[src/rtl/biu_prefetch_queue.sv]
// Instruction prefetch queue: circular byte buffer fed by bus code fetches
// and drained one byte at a time by the EU decoder.
module biu_prefetch_queue #(
  parameter int          DEPTH     = 4,
  parameter int          BUS_BYTES = 1,
  parameter logic [15:0] RESET_IP  = 16'h0000
) (
  input  logic                         CORE_CLK_INT,
  input  logic                         RESET_INT,
  input  logic                         PFQ_FLUSH,
  input  logic [15:0]                  PFQ_FLUSH_ADDR,
  input  logic                         PFQ_POP,
  output logic [7:0]                   PFQ_TOP_BYTE,
  output logic                         PFQ_EMPTY,
  output logic [15:0]                  PFQ_ADDR_OUT,
  output logic [$clog2(DEPTH+1)-1:0]   PFQ_COUNT,
  output logic                         FETCH_REQ,
  output logic [15:0]                  FETCH_ADDR,
  output logic                         FETCH_WORD,
  input  logic                         FETCH_ACK,
  input  logic [8*BUS_BYTES-1:0]       FETCH_DATA
);

  localparam int CW = $clog2(DEPTH + 1);
  localparam int PW = $clog2(DEPTH);

  typedef enum logic {IDLE, REQ} state_t;

  state_t          state_q, state_d;
  logic            word_q, word_d;
  logic [7:0]      mem [DEPTH];
  logic [PW-1:0]   rd_ptr, wr_ptr;
  logic [CW-1:0]   count;
  logic [15:0]     fetch_addr;

  logic [CW-1:0]   free, n_wr;
  logic            odd_lane, want_word, can_req, ack_ok, pop_ok;
  logic [7:0]      byte0, byte1;

  function automatic logic [PW-1:0] ptr_inc(input logic [PW-1:0] p);
    return (p == PW'(DEPTH - 1)) ? '0 : p + PW'(1);
  endfunction

  always_comb begin
    free      = CW'(DEPTH) - count;
    odd_lane  = (BUS_BYTES == 2) && fetch_addr[0];
    want_word = (BUS_BYTES == 2) && !fetch_addr[0];
    // A word fetch with one free byte would overflow, so it waits for space
    can_req   = want_word ? (free >= CW'(2)) : (free != '0);
    ack_ok    = FETCH_ACK && (state_q == REQ) && !PFQ_FLUSH;
    pop_ok    = PFQ_POP && (count != '0) && !PFQ_FLUSH;
    byte1     = FETCH_DATA[8*BUS_BYTES-1 -: 8];
    byte0     = odd_lane ? byte1 : FETCH_DATA[7:0];
    n_wr      = ack_ok ? (word_q ? CW'(2) : CW'(1)) : '0;
  end

  always_comb begin
    state_d = state_q;
    word_d  = word_q;
    case (state_q)
      IDLE: begin
        if (!PFQ_FLUSH && can_req) begin
          state_d = REQ;
          word_d  = want_word;
        end
      end
      REQ: begin
        if (FETCH_ACK || PFQ_FLUSH) begin
          state_d = IDLE;
          word_d  = 1'b0;
        end
      end
      default: begin
        state_d = IDLE;
        word_d  = 1'b0;
      end
    endcase
  end

  always_ff @(posedge CORE_CLK_INT) begin
    if (RESET_INT) begin
      state_q    <= IDLE;
      word_q     <= 1'b0;
      rd_ptr     <= '0;
      wr_ptr     <= '0;
      count      <= '0;
      fetch_addr <= RESET_IP;
    end else begin
      state_q <= state_d;
      word_q  <= word_d;
      if (PFQ_FLUSH) begin
        rd_ptr     <= '0;
        wr_ptr     <= '0;
        count      <= '0;
        fetch_addr <= PFQ_FLUSH_ADDR;
      end else begin
        if (pop_ok) rd_ptr <= ptr_inc(rd_ptr);
        if (ack_ok) begin
          wr_ptr     <= word_q ? ptr_inc(ptr_inc(wr_ptr)) : ptr_inc(wr_ptr);
          fetch_addr <= fetch_addr + (word_q ? 16'd2 : 16'd1);
        end
        count <= count + n_wr - CW'(pop_ok);
      end
    end
  end

  always_ff @(posedge CORE_CLK_INT) begin
    if (!RESET_INT && ack_ok) begin
      mem[wr_ptr] <= byte0;
      if (word_q) mem[ptr_inc(wr_ptr)] <= byte1;
    end
  end

  assign FETCH_REQ    = (state_q == REQ);
  assign FETCH_ADDR   = fetch_addr;
  assign FETCH_WORD   = word_q;
  assign PFQ_COUNT    = count;
  assign PFQ_EMPTY    = (count == '0);
  assign PFQ_TOP_BYTE = PFQ_EMPTY ? 8'h00 : mem[rd_ptr];
  assign PFQ_ADDR_OUT = fetch_addr - 16'(count);

endmodule

[config.mk]
export PLATFORM = sky130hd
export DESIGN_NAME = biu_prefetch_queue
export DESIGN_NICKNAME = d
export VERILOG_FILES = /design/src/rtl/biu_prefetch_queue.sv
export SDC_FILE = /design/constraint.sdc
export NUM_CORES = 1
export LEC_CHECK = 0
export BUFFER_PORTS_ARGS = -buffer_cell sky130_fd_sc_hd__buf_2
export CAP_MARGIN = 20
export CORE_MARGIN = 2
export CORE_UTILIZATION = 30
export CTS_BUF_LIST = sky130_fd_sc_hd__clkbuf_8
export DETAILED_ROUTE_END_ITERATION = 7
export PLACE_DENSITY = 0.56
export RECOVER_POWER = 100
export SYNTH_ARGS = -nofsm -noshare
export SYNTH_HDL_FRONTEND = slang
export SYNTH_SLANG_ARGS = --single-unit
[constraint.sdc]
create_clock -name CORE_CLK_INT -period 6.9 [get_ports CORE_CLK_INT]
set_input_delay 1.38 -clock CORE_CLK_INT [delete_from_list [all_inputs] [get_ports CORE_CLK_INT]]
set_output_delay 1.38 -clock CORE_CLK_INT [all_outputs]
set_load 0.03 [all_outputs]
Word-level counts from Yosys, hierarchy flattened
Memory sizes are Yosys's and may differ from the RTL's. A register that Yosys moved wholly into a read port is not among the register bits.
Index checks and enable logic that the tools add are counted.
{"block": "totals", "register_bits": 25, "ramBits": 32, "input_bits": 29, "output_inout_bits": 46, "elab_cells": 59, "mem_count": 1}
{"name": "mem", "words": 4, "word_bits": 8, "read_ports": 1, "rd_clocked_by_memory_dff": 1, "write_ports": 2, "line": "31", "text": "logic [7:0] mem [DEPTH];"}
{"block": "classes", "n_addsub": 8, "eq_ne": 5, "mux": 23, "n_bitwise": 1, "reduce_logical": 15}
{"op": "2-to-1 mux 16 bit", "n": 2}
{"op": "2-to-1 mux 2 bit", "n": 9}
{"op": "adder 16 x 2 -> 16 bit", "n": 1}
{"op": "subtractor 16 x 3 -> 16 bit", "n": 1}
{"op": "2-to-1 mux 1 bit", "n": 9}
{"op": "2-to-1 mux 8 bit", "n": 1}
{"op": "adder 2 x 1 -> 2 bit (second input constant)", "n": 3}
{"op": "== test 2 bit (second input constant)", "n": 3}
{"op": "logical AND 1 bit", "n": 6}
{"op": "nonzero test 3 bit", "n": 2}
{"op": "case mux 1 bit (2 select lines)", "n": 2}
{"op": "adder 3 x 2 -> 3 bit", "n": 1}
{"op": "zero test 3 bit", "n": 1}
{"op": "subtractor 3 x 1 -> 3 bit", "n": 1}
{"op": "subtractor 3 bit (first input constant)", "n": 1}
{"op": "zero test 1 bit", "n": 2}
{"op": "inequality test 2 x 1 -> 1 bit (second input constant)", "n": 1}
{"op": "inequality test 2 bit (second input constant)", "n": 1}
{"op": "AND reduction 2 bit", "n": 1}
{"op": "nonzero test 2 bit", "n": 1}
{"op": "OR reduction 2 bit", "n": 1}
{"op": "logical OR 1 bit", "n": 1}
{"op": "inverter 1 bit", "n": 1}

Longest topological paths before layout
{"block": "depth", "ltp_word": 5, "mapped_depth": 11, "ltp_nobuf": 11}

Least setup slack after synthesis
OpenSTA, ideal clock, no wires.
{"block": "synth_path", "kind": "flip-flop to output port", "from": "register count[2], in the netlist PFQ_COUNT[2]", "to": "output port PFQ_ADDR_OUT[5]", "arrival_time_ns": 2.251, "required_ns": 5.520, "setup_slack_ns": 3.269, "path_stages_with_launch": 7, "n_path_buf": 0, "cell_sequence": "dfxtp_1 inv_1 ha_1 a21oi_1 nand2_1 or3_1 xnor2_1"}
{"block": "synth_between", "elab_chain_len": 1}
{"item": "from (decl)", "line": "33", "text": "logic [CW-1:0] count;"}
{"item": "from (signal assigned)", "line": "102", "text": "count <= count + n_wr - CW'(pop_ok);"}
{"item": "subtractor 16 x 3 -> 16 bit", "line": "120", "text": "assign PFQ_ADDR_OUT = fetch_addr - 16'(count);"}
{"item": "to (decl)", "line": "15", "text": "output logic [15:0] PFQ_ADDR_OUT,"}
No other way between the ends.

Worst setup path after layout
{"block": "layout_path", "from": "register count[2], in the netlist PFQ_COUNT[2]", "to": "output port PFQ_ADDR_OUT[13]"}
Same word-level chain as after synthesis.

==> Implementation_results.wiki <==
{| class="wikitable"
! Metric !! Value
|-
| Result of the run || finished, final reports clean
|-
| Worst EP required || 5.52 ns
|-
| Placer's final routability congestion estimate || 0.759
|-
| Startpoint Class || flip-flop
|-
| Cell area after synthesis || ~0.0030 mm2
|-
| Total GRT Usage || 13.0%
|-
| Count of instances resized after the clock tree is built || 0
|-
| CTS Root Buffer Type || sky130_fd_sc_hd__clkbuf_8
|-
| Area of the core || 0.00977 mm2
|-
| Kind of critical path || reg2out
|-
| Number of standard-cell rows in the floorplan || 36
|-
| Syn Nets || ~300
|-
| Input/output buffers || 73
|-
| Max Clock Freq || 0.255 GHz
|-
| Yosys warning count || 0
|-
| Data arrival time of the critical path || 2.54 ns
|-
| Fraction of the yosys area taken by sequential cells || 49.0%
|-
| Top_reg_cell synth || sky130_fd_sc_hd__edfxtp_1
|-
| Number of enable flip-flop cells after synthesis || 32
|-
| Global-route congestion overflow total || 0
|-
| TritonCTS clock tree || built
|-
| Max-capacitance violation count || 0
|-
| RSZ-0062 raised after global routing || no
|-
| Floorplan die height || 104 um
|-
| DRC violation total after the first TritonRoute iteration || 55
|-
| Number of levels in the clock H-tree || 3
|-
| Global-route wire length before repair || approximately 11 mm
|-
| Worst vdd ir || ~0.11 mV
|-
| Final Max Tran Viols || 0
|-
| Ys async rst share || 0%
|-
| Ant. Diodes || 0
|-
| Clock sinks || 58
|-
| Number of global-route vias before repair || 2,136
|-
| Worst-case headroom to the max-slew limit || 39.5%
|-
| Share of the clock period used by the worst path after layout || 56.9%
|-
| Number of cells traversed by the worst register-to-register path || 11
|-
| Antenna violations before repair || 0
|-
| Average routed wire per standard cell || approximately 15 um
|-
| Ratio of cells with drive above 1 in the final layout || 14.6%
|-
| Number of nets with antenna violations after routing || 0
|-
| Distinct cell type count after synthesis || 42
|-
| Clock skew || between 0.007 and 0.008 ns
|-
| Final Total Pwr || roughly 0.81 mW
|-
| TNS Setup || 0 ns
|-
| Area enclosed by the die boundary || 0.0109 mm2
|-
| Minimum clock period || 3.92 ns
|-
| Largest net degree at the start of global routing || 30
|-
| Largest fanout of any net on the critical path || 4
|-
| Clock latency of the later-clocked register in the worst-skew pair || around 0.34 ns
|-
| Drt first pass iters || 4
|-
| Per-cell via count in the routed design || around 4.7
|-
| Total setup violations reported at the end of the flow || 0
|-
| Via count || around 2,200
|-
| Final hold violations || 0
|-
| CTS buffer count || 9
|-
| Layout overhead on the synthesized area || 18.2%
|-
| Leakage power summed over all cells || 1.20 nW
|-
| Post-route DRC violation count || 0
|-
| Routed Wire Length || 6.85 mm
|-
| Post-detailed-placement half-perimeter wirelength || around 4.9 mm
|-
| Initial cell density of the core || 30.9%
|-
| Deepest clock path buffer count || 2
|-
| Worst-path clk slew || 0.07 ns
|-
| PwrDens || 228 mW/mm2
|-
| Final net count || between 300 and 400
|-
| Post-CTS repair timing setup buffer count || 0
|-
| Post-synthesis sequential element count || 58
|-
| Tightest Pin Transition || ~0.91 ns
|-
| Mean cell area of the mapped netlist || 11.4 um2
|-
| Sort of element at the end of the critical path || primary output
|-
| Hold WC Path Type || reg2reg
|-
| Gate count of the mapped netlist || 266
|-
| Number of ports placed on the die boundary || 75
|-
| Worst Hold Depth || 2
|-
| Die Wd || between 100 and 150 um
|-
| Number of hold buffers added after CTS || 0
|}
[cell type report]
type | instances | area, um2
clock buffers | 9 | 124
inverters | 12 | 45.0
clock inverters | 7 | 78.8
flip-flops and latches | 58 | 1480
repair buffers | 73 | 297
fillers | 1037 | 6200
well taps | 133 | 166
multi-input cells | 177 | 1380
[state kept, by name, indices dropped and copies added, names as in the netlist, named ones only]
register / flops
FETCH_REQ: 1
mem: 32
wr_ptr: 2
FETCH_ADDR: 16
PFQ_COUNT: 3
rd_ptr: 2
[cells by family (layout without fill, tap and decap cells)]
group	count (synthesis)	after routing	synth area share [%]
multiplexers	9	9	6.29
adder cells (fa/ha/maj)	14	14	6.29
AND/OR/NAND/NOR	100	100	19.5
AO/OA/AOI/OAI	23	23	5.18
buffers and inverters	31	101	4.84
flip-flops	58	58	49.0
XOR/XNOR	30	30	8.70
other	1	1	0.124
[report_power, final]
group / leakage (nW) / switching (mW) / internal, mW / total [mW]
Sequential: 0.502 / 0.0168 / 0.371 / 0.388
Combinational: 0.606 / 0.0756 / 0.0343 / 0.110
Clock: 0.0921 / 0.146 / 0.169 / 0.315
[worst max-delay path, stage by stage, from the launching register on]
cell and delay [ns]:
sky130_fd_sc_hd__dfxtp_1 0.36, sky130_fd_sc_hd__inv_1 0.10, sky130_fd_sc_hd__ha_1 0.35, sky130_fd_sc_hd__a21oi_1 0.19, sky130_fd_sc_hd__nand4b_1 0.37, sky130_fd_sc_hd__nor4b_4 0.33
sky130_fd_sc_hd__xor2_1 0.18, sky130_fd_sc_hd__clkbuf_1 0.33
[through the flow]
stage / setup slack (ns) / utilization, % / cell area, um2 / hold WS [ns] / cells
after floorplan: 3.27 / - / 3020 / 0.469 / 266
after global placement: 3.62 / 35.3 / 3450 / 0.486 / 453
after detailed placement: 3.56 / 35.3 / 3450 / 0.492 / 453
after CTS: 3.18 / 37.4 / 3650 / 0.501 / 469
after global routing: 2.80 / 36.5 / 3570 / 0.537 / 469
final: 2.98 / 36.5 / 3570 / 0.498 / 469
[cell usage after synthesis, types with 8 or more instances]
cell                       instances  area (um2)
sky130_fd_sc_hd__nor2b_1          10        62.6
sky130_fd_sc_hd__nor2_1           25        93.8
sky130_fd_sc_hd__nor3_1           13        65.1
sky130_fd_sc_hd__nand2_1          14        52.6
sky130_fd_sc_hd__xnor2_1          24         210
sky130_fd_sc_hd__a211oi_1         10        75.1
sky130_fd_sc_hd__ha_1             12         150
sky130_fd_sc_hd__dfxtp_1          26         521
sky130_fd_sc_hd__inv_1            12        45.0
sky130_fd_sc_hd__clkbuf_1         10        37.5
sky130_fd_sc_hd__edfxtp_1         32         961
sky130_fd_sc_hd__mux4_2            8         180
[worst paths after layout]
kind,from,end,slack (ns)
max,PFQ_COUNT[2],PFQ_ADDR_OUT[13],2.98
min,wr_ptr[1],wr_ptr[1],0.50
max reg2reg,PFQ_COUNT[1],PFQ_COUNT[2],4.17
min reg2reg,wr_ptr[1],wr_ptr[1],0.50
[placed cells by master, fill, tap and decap left out, types with 2 or more instances in the layout]
master                       instances
sky130_fd_sc_hd__xnor2_1            24
sky130_fd_sc_hd__nand4_1             5
sky130_fd_sc_hd__mux4_2              8
sky130_fd_sc_hd__or3_1               2
sky130_fd_sc_hd__nor4_4              2
sky130_fd_sc_hd__and2_1              3
sky130_fd_sc_hd__clkinv_4            2
sky130_fd_sc_hd__edfxtp_1           32
sky130_fd_sc_hd__clkinvlp_4          3
sky130_fd_sc_hd__a311oi_1            3
sky130_fd_sc_hd__clkbuf_1           55
sky130_fd_sc_hd__nand2_1            14
sky130_fd_sc_hd__and3_1              4
sky130_fd_sc_hd__fa_1                2
sky130_fd_sc_hd__nand2b_1            2
sky130_fd_sc_hd__o21ai_0             2
sky130_fd_sc_hd__clkbuf_8            9
sky130_fd_sc_hd__a21oi_1             6
sky130_fd_sc_hd__nor4_1              6
sky130_fd_sc_hd__nor2b_1            10
sky130_fd_sc_hd__a211oi_1           10
sky130_fd_sc_hd__ha_1               12
sky130_fd_sc_hd__nand3_1             5
sky130_fd_sc_hd__nor2_1             25
sky130_fd_sc_hd__nor3_1             13
sky130_fd_sc_hd__dfxtp_1            26
sky130_fd_sc_hd__buf_2              18
sky130_fd_sc_hd__xor2_1              6
sky130_fd_sc_hd__inv_1              12
[routing by layer]
metal / part of all wire (%) / vias up / global-route usage (%)
li1: - / 1077 / -
met3: 7.7 / 6 / 4.82
met5: 0 / - / 0
met1: 43 / 1045 / 15.8
met4: 0.61 / 0 / 2.61
met2: 48 / 88 / 21.9
Note: power is estimated with default switching activity, not from simulation.
